### config.mk
export PLATFORM = sky130hd
export DESIGN_NAME = float_operand_entry
export DESIGN_NICKNAME = d
export VERILOG_FILES = /design/src/rtl/float_entry_pkg.sv /design/src/rtl/float_operand_entry_btn_edge_sync.sv /design/src/rtl/float_operand_entry.sv
export SDC_FILE = /design/constraint.sdc
export NUM_CORES = 1
export LEC_CHECK = 0
export BUFFER_PORTS_ARGS = -buffer_cell sky130_fd_sc_hd__buf_4
export CORE_AREA = 10 10 123 153
export DETAILED_ROUTE_END_ITERATION = 12
export DIE_AREA = 0 0 133 163
export REMOVE_ABC_BUFFERS = 1
export SYNTH_ARGS = -nofsm -noshare
export SYNTH_HDL_FRONTEND = slang
export SYNTH_SLANG_ARGS = --single-unit
export TNS_END_PERCENT = 50
### constraint.sdc
create_clock -name CLK -period 7.5 [get_ports CLK]
set_clock_uncertainty 0.2 [all_clocks]
set_input_delay 1.5 -clock CLK [delete_from_list [all_inputs] [get_ports CLK]]
set_output_delay 1.5 -clock CLK [all_outputs]
set_load 0.03 [all_outputs]
### src/rtl/float_entry_pkg.sv
// Shared widths, FSM states, command encoding and command priority for float_operand_entry.
package float_entry_pkg;

  localparam int unsigned W     = 32;
  localparam int unsigned EXP_W = 8;
  localparam int unsigned MAN_W = 23;
  localparam int unsigned BIAS  = 127;

  // Exponent field position inside an operand word.
  localparam int unsigned ExpLsb = MAN_W;
  localparam int unsigned ExpMsb = MAN_W + EXP_W - 1;
  localparam int unsigned ShW    = $clog2(W);

  localparam logic [EXP_W-1:0] BiasE   = EXP_W'(BIAS);
  // Largest window offset that still fits a full nibble in the mantissa.
  localparam logic [EXP_W-1:0] WinMaxE = EXP_W'(MAN_W - 4);

  // Button indices in the pending-flag vector.
  localparam int unsigned IdxClear     = 0;
  localparam int unsigned IdxExpOne    = 1;
  localparam int unsigned IdxExpInc    = 2;
  localparam int unsigned IdxExpDec    = 3;
  localparam int unsigned IdxCursorRst = 4;
  localparam int unsigned NumBtn       = 5;

  typedef enum logic [1:0] {
    StIdle,
    StApply,
    StDone
  } entry_state_t;

  typedef enum logic [2:0] {
    CmdNone,
    CmdClear,
    CmdExpOne,
    CmdExpInc,
    CmdExpDec,
    CmdCursorRst,
    CmdKey
  } entry_cmd_t;

  // Priority: CLEAR > EXP_ONE > EXP_INC > EXP_DEC > CURSOR_RST > key.
  function automatic entry_cmd_t pick_cmd(input logic [NumBtn-1:0] pend, input logic key_pend);
    entry_cmd_t cmd;
    cmd = CmdNone;
    if (pend[IdxClear])          cmd = CmdClear;
    else if (pend[IdxExpOne])    cmd = CmdExpOne;
    else if (pend[IdxExpInc])    cmd = CmdExpInc;
    else if (pend[IdxExpDec])    cmd = CmdExpDec;
    else if (pend[IdxCursorRst]) cmd = CmdCursorRst;
    else if (key_pend)           cmd = CmdKey;
    return cmd;
  endfunction

endpackage

### src/rtl/float_operand_entry_btn_edge_sync.sv
// Two-flop synchronizer with rising-edge detector for one asynchronous button or switch.
module btn_edge_sync #(
  // Buttons reset to 1 so a button held through reset yields no edge until re-pressed.
  parameter logic RstVal = 1'b0
) (
  input  logic CLK,
  input  logic RESET_N,
  input  logic d_i,
  output logic level_o,
  output logic rise_o
);

  logic s1_q, s2_q, prev_q;

  // Synchronizer chain plus one delayed copy for edge detection.
  always_ff @(posedge CLK or negedge RESET_N) begin
    if (!RESET_N) begin
      s1_q   <= RstVal;
      s2_q   <= RstVal;
      prev_q <= RstVal;
    end else begin
      s1_q   <= d_i;
      s2_q   <= s1_q;
      prev_q <= s2_q;
    end
  end

  assign level_o = s2_q;
  assign rise_o  = s2_q & ~prev_q;

endmodule

### src/rtl/float_operand_entry.sv
// Operand-entry stage: turns keypad nibbles and button commands into float32 operands A and B.
module float_operand_entry
  import float_entry_pkg::*;
(
  input  logic         CLK,
  input  logic         RESET_N,
  input  logic         KEY_VALID,
  input  logic [3:0]   KEY_VAL,
  input  logic         MODE,
  input  logic         SEL_ROW,
  input  logic         BTN_EXP_INC,
  input  logic         BTN_EXP_DEC,
  input  logic         BTN_EXP_ONE,
  input  logic         BTN_CLEAR,
  input  logic         BTN_CURSOR_RST,
  output logic [W-1:0] A,
  output logic [W-1:0] B,
  output logic [2:0]   CURSOR,
  output logic         UPDATED,
  output logic         REJECT,
  output logic         DROP,
  output logic         BUSY
);

  logic [NumBtn-1:0] btn_raw, btn_rise, btn_lvl;
  logic              mode_lvl, sel_lvl;
  logic              mode_rise, sel_rise;

  assign btn_raw[IdxClear]     = BTN_CLEAR;
  assign btn_raw[IdxExpOne]    = BTN_EXP_ONE;
  assign btn_raw[IdxExpInc]    = BTN_EXP_INC;
  assign btn_raw[IdxExpDec]    = BTN_EXP_DEC;
  assign btn_raw[IdxCursorRst] = BTN_CURSOR_RST;

  for (genvar i = 0; i < NumBtn; i++) begin : g_btn
    btn_edge_sync #(.RstVal(1'b1)) u_sync (
      .CLK     (CLK),
      .RESET_N (RESET_N),
      .d_i     (btn_raw[i]),
      .level_o (btn_lvl[i]),
      .rise_o  (btn_rise[i])
    );
  end

  btn_edge_sync #(.RstVal(1'b0)) u_mode_sync (
    .CLK     (CLK),
    .RESET_N (RESET_N),
    .d_i     (MODE),
    .level_o (mode_lvl),
    .rise_o  (mode_rise)
  );

  btn_edge_sync #(.RstVal(1'b0)) u_sel_sync (
    .CLK     (CLK),
    .RESET_N (RESET_N),
    .d_i     (SEL_ROW),
    .level_o (sel_lvl),
    .rise_o  (sel_rise)
  );

  logic unused_sync;
  assign unused_sync = ^{btn_lvl, mode_rise, sel_rise};

  entry_state_t      state_q, state_d;
  entry_cmd_t        cmd_q, cmd_d, cmd_sel;
  logic              sel_q, sel_d, mode_q, mode_d;
  logic [3:0]        kval_q, kval_d;
  logic [W-1:0]      a_q, a_d, b_q, b_d;
  logic [2:0]        cursor_q, cursor_d;
  logic              updated_q, updated_d, reject_q, reject_d, drop_q, drop_d;
  logic [NumBtn-1:0] pend_q, pend_d, take_btn;
  logic              key_pend_q, key_pend_d, take_key, key_full;
  logic [3:0]        key_val_q, key_val_d;
  logic              sel_prev_q;

  logic [W-1:0]      op, op_new;
  logic [EXP_W-1:0]  e, s;
  logic [ShW-1:0]    sh;
  logic              rej;

  assign cmd_sel = pick_cmd(pend_q, key_pend_q);

  // Sticky button events and the single pending-key slot.
  always_comb begin
    pend_d     = btn_rise | (pend_q & ~take_btn);
    key_full   = key_pend_q & ~take_key;
    key_pend_d = key_full;
    key_val_d  = key_val_q;
    drop_d     = 1'b0;
    if (KEY_VALID) begin
      if (key_full) begin
        drop_d = 1'b1;
      end else begin
        key_pend_d = 1'b1;
        key_val_d  = KEY_VAL;
      end
    end
  end

  // FSM next state, operand writes and cursor update.
  always_comb begin
    state_d   = state_q;
    cmd_d     = cmd_q;
    sel_d     = sel_q;
    mode_d    = mode_q;
    kval_d    = kval_q;
    a_d       = a_q;
    b_d       = b_q;
    cursor_d  = cursor_q;
    updated_d = 1'b0;
    reject_d  = 1'b0;
    take_btn  = '0;
    take_key  = 1'b0;
    op        = sel_q ? b_q : a_q;
    op_new    = op;
    e         = op[ExpMsb:ExpLsb];
    s         = e - BiasE;
    sh        = '0;
    rej       = 1'b0;

    unique case (state_q)
      StIdle: begin
        if (cmd_sel != CmdNone) begin
          cmd_d   = cmd_sel;
          sel_d   = sel_lvl;
          mode_d  = mode_lvl;
          kval_d  = key_val_q;
          state_d = StApply;
          case (cmd_sel)
            CmdClear:     take_btn[IdxClear]     = 1'b1;
            CmdExpOne:    take_btn[IdxExpOne]    = 1'b1;
            CmdExpInc:    take_btn[IdxExpInc]    = 1'b1;
            CmdExpDec:    take_btn[IdxExpDec]    = 1'b1;
            CmdCursorRst: take_btn[IdxCursorRst] = 1'b1;
            CmdKey:       take_key               = 1'b1;
            default: ;
          endcase
        end
      end
      StApply: begin
        case (cmd_q)
          CmdClear: begin
            op_new   = '0;
            cursor_d = '0;
          end
          CmdExpOne:    op_new[ExpMsb:ExpLsb] = BiasE;
          CmdExpInc:    op_new[ExpMsb:ExpLsb] = e + EXP_W'(1);
          CmdExpDec:    op_new[ExpMsb:ExpLsb] = e - EXP_W'(1);
          CmdCursorRst: cursor_d = '0;
          CmdKey: begin
            if (mode_q) begin
              // Cursor 0 addresses bits 31:28, so the nibble LSB sits at 4*(7-c).
              sh       = {~cursor_q, 2'b00};
              op_new   = (op & ~(W'(4'hF) << sh)) | (W'(kval_q) << sh);
              cursor_d = cursor_q + 3'd1;
            end else if ((e < BiasE) || (s > WinMaxE)) begin
              rej = 1'b1;
            end else begin
              sh     = ShW'(WinMaxE - s);
              op_new = (op & ~(W'(4'hF) << sh)) | (W'(kval_q) << sh);
            end
          end
          default: ;
        endcase
        if (sel_q) b_d = op_new;
        else       a_d = op_new;
        updated_d = ~rej;
        reject_d  = rej;
        state_d   = StDone;
      end
      StDone:  state_d = StIdle;
      default: state_d = StIdle;
    endcase

    // Switching rows restarts raw entry at the top nibble.
    if (sel_lvl != sel_prev_q) cursor_d = '0;
  end

  // State, operand and pulse registers.
  always_ff @(posedge CLK or negedge RESET_N) begin
    if (!RESET_N) begin
      state_q    <= StIdle;
      cmd_q      <= CmdNone;
      sel_q      <= 1'b0;
      mode_q     <= 1'b0;
      kval_q     <= '0;
      a_q        <= '0;
      b_q        <= '0;
      cursor_q   <= '0;
      updated_q  <= 1'b0;
      reject_q   <= 1'b0;
      drop_q     <= 1'b0;
      pend_q     <= '0;
      key_pend_q <= 1'b0;
      key_val_q  <= '0;
      sel_prev_q <= 1'b0;
    end else begin
      state_q    <= state_d;
      cmd_q      <= cmd_d;
      sel_q      <= sel_d;
      mode_q     <= mode_d;
      kval_q     <= kval_d;
      a_q        <= a_d;
      b_q        <= b_d;
      cursor_q   <= cursor_d;
      updated_q  <= updated_d;
      reject_q   <= reject_d;
      drop_q     <= drop_d;
      pend_q     <= pend_d;
      key_pend_q <= key_pend_d;
      key_val_q  <= key_val_d;
      sel_prev_q <= sel_lvl;
    end
  end

  assign A       = a_q;
  assign B       = b_q;
  assign CURSOR  = cursor_q;
  assign UPDATED = updated_q;
  assign REJECT  = reject_q;
  assign DROP    = drop_q;
  assign BUSY    = (state_q != StIdle);

endmodule

==> flow_summary.json <==
{
  "status": "completed",
  "io_pins": 85,
  "grt_max_degree": 60,
  "async_reset_ff_share_pct": 100,
  "cp_slowest_cell": "xnor2_2",
  "required_ns": 7.53,
  "hold_buffers": 0,
  "gp_congestion": 0.912,
  "portBuffers": 84,
  "worst_slew_pin_slew_ns": 1.16,
  "hp-class": "flop to flop",
  "coreArea_mm2": 0.0159,
  "tns_ns": 0,
  "dp_slack_ns": 2.23,
  "cts_buffers": 9,
  "htree_levels": 3,
  "reg2reg_slack_ns": 2.11,
  "fin_crit_sh_pct": 71.9,
  "cap_violations": 0,
  "synthFlopType": "dfrtp_1",
  "clk_pin_slew_ns": 0.09,
  "wl_met2_mm": 11.9,
  "clock_sinks": 111,
  "rows": 52,
  "setup_viol": 0,
  "synthToLayoutAreaGrowth_pct": 15.1,
  "viasPerCell": 6.16,
  "ys_ff_latch": 111,
  "critPathCaptureType": "flop",
  "dpl_cell_area_mm2": 0.00775,
  "synth_cell_types": 76,
  "crit_chain": "mux2i_4 -> clkinv_1 -> ha_1 -> xnor2_4 -> inv_2 -> ha_1 -> xnor2_2 -> xnor2_2 -> nand4_1 -> o22ai_1 -> a221oi_2 -> a2111oi_0 -> o31ai_1",
  "fin_nets": 886,
  "maxSlewHeadroom_pct": 22.7,
  "syn_area_per_cell_um2": 8.80,
  "dieArea_mm2": 0.0217,
  "hold_viol_final": 0,
  "wl_per_cell_um": 22.7,
  "vias": 6587,
  "antenna_found_initial": 0,
  "grt_overflow": 0,
  "gr-usage-all-layers_pct": 22.1,
  "die_x_um": 133,
  "worstSetupPathType": "flop to flop",
  "arrival_ns": 5.42,
  "post_cts_resize_count": 0,
  "drtPass1Iterations": 5,
  "design_area_mm2": 0.00807,
  "netlist_instances": 797,
  "max_stage_delay_ns": 0.73,
  "final_common_cell": "nand2_1",
  "drive_above_1_share_pct": 19.5,
  "dp_hpwl_mm": 17.5,
  "synth_edf_count": 0,
  "start_util_pct": 44.0,
  "clock_path_buffers": 2,
  "fin_hold_ws_ns": 0.159,
  "cts_tree": "built",
  "yosysWarningCount": 0,
  "top_layer": "met4",
  "ys_seq_area_share_pct": 39.9,
  "maxSlewViolCount": 0,
  "ant_nets": 0,
  "clock_latency_ns": 0.37,
  "startpoint_type": "flop",
  "clockRootBuffer": "clkbuf_16",
  "fmax_mhz": 185,
  "wl_met3_mm": 1.60,
  "die_h_um": 163,
  "post-route-drc-count": 0,
  "syn_area_mm2": 0.00701,
  "finalCriticalPeriod_ns": 5.39,
  "drt_iter0_drc": 750,
  "cp_max_fo": 18,
  "rsz0062_at_grt": "no",
  "wl_mm": 24.2,
  "grt_pass1_wl_mm": 38.0,
  "grt_pass1_vias": 6584,
  "fin_ws_ns": 2.11,
  "wirelength_met1_mm": 10.1,
  "n_antenna_cell": 0,
  "final_cell_mix": "nand2_1 (114), buf_4 (96), dfrtp_1 (95)",
  "post_cts_buffers": 0
}
==> sequential cells by signal (all words and copies together), names as in the netlist, 4 cells and up <==
name and cells:
g_btn.u_sync.level_o 5, kval_q 4, pend_q 5, key_val_q 4, B 32, A 32
g_btn.u_sync.s1_q 5, g_btn.u_sync.prev_q 5
==> logic make-up after synthesis <==
group           share of synthesized area, %
buf+inv                                 5.37
mux                                     7.46
fa+ha+maj                               4.39
xor+xnor                                1.71
simple gates                            15.0
flops                                   39.9
compound gates                          26.2
==> cell usage after synthesis (15+ instances only) <==
cell	number	area (um2)
a21oi_1	71	355
nand3_1	16	80.1
a31oi_1	19	119
o21ai_0	77	385
mux2_2	20	225
dfrtp_1	96	2400
mux2i_1	23	230
nand2_1	114	428
ha_1	23	288
clkbuf_1	44	165
inv_1	27	101
dfstp_2	15	394
nor2_1	53	199
==> worst max-delay path, delay by kind of cell (launching register included) <==
family / cells / cell delay [ns]
xor+xnor: 3 / 1.46
compound gates: 4 / 0.99
fa+ha+maj: 2 / 0.81
buf+inv: 2 / 0.80
flops: 1 / 0.40
mux: 1 / 0.40
simple gates: 1 / 0.18
==> metal layers <==
layer,up-vias,global-route usage (%)
met1,3238,27.5
met3,44,4.51
li1,3018,-
met2,287,36.7
met5,-,0
met4,0,8.52
==> through the flow <==
| step | util, % | instances |
|---|---|---|
| 2_1_floorplan | - | 741 |
| 3_3_place_gp | 48.6 | 1053 |
| 3_5_place_dp | 48.6 | 1053 |
| 4_1_cts | 50.7 | 1069 |
| 5_1_grt | 50.7 | 1069 |
| 6_report | 50.7 | 1069 |
==> worst paths after layout <==
path                       cells past startpoint                 start                      end
setup / recovery                              13                 sel_q                    A[30]
hold / removal                                 0  g_btn[0].u_sync.s1_q  g_btn[0].u_sync.level_o
setup reg to reg                              13                 sel_q                    A[30]
hold reg to reg                                0  g_btn[0].u_sync.s1_q  g_btn[0].u_sync.level_o
max in group asynchronous                      2               RESET_N                    sel_q
min in group asynchronous                      1               RESET_N                pend_q[2]
==> layout make-up <==
type / count / area, um2
inverters: 32 / 120
well taps: 216 / 270
clock buffers: 10 / 250
clock inverters: 6 / 72.6
flip-flops and latches: 111 / 2800
repair buffers: 96 / 721
multi-input cells: 598 / 3840
fillers: 1519 / 7870
Power is not shown: default switching activity piles up to over one toggle a cycle in this logic, so the estimate is an artifact.
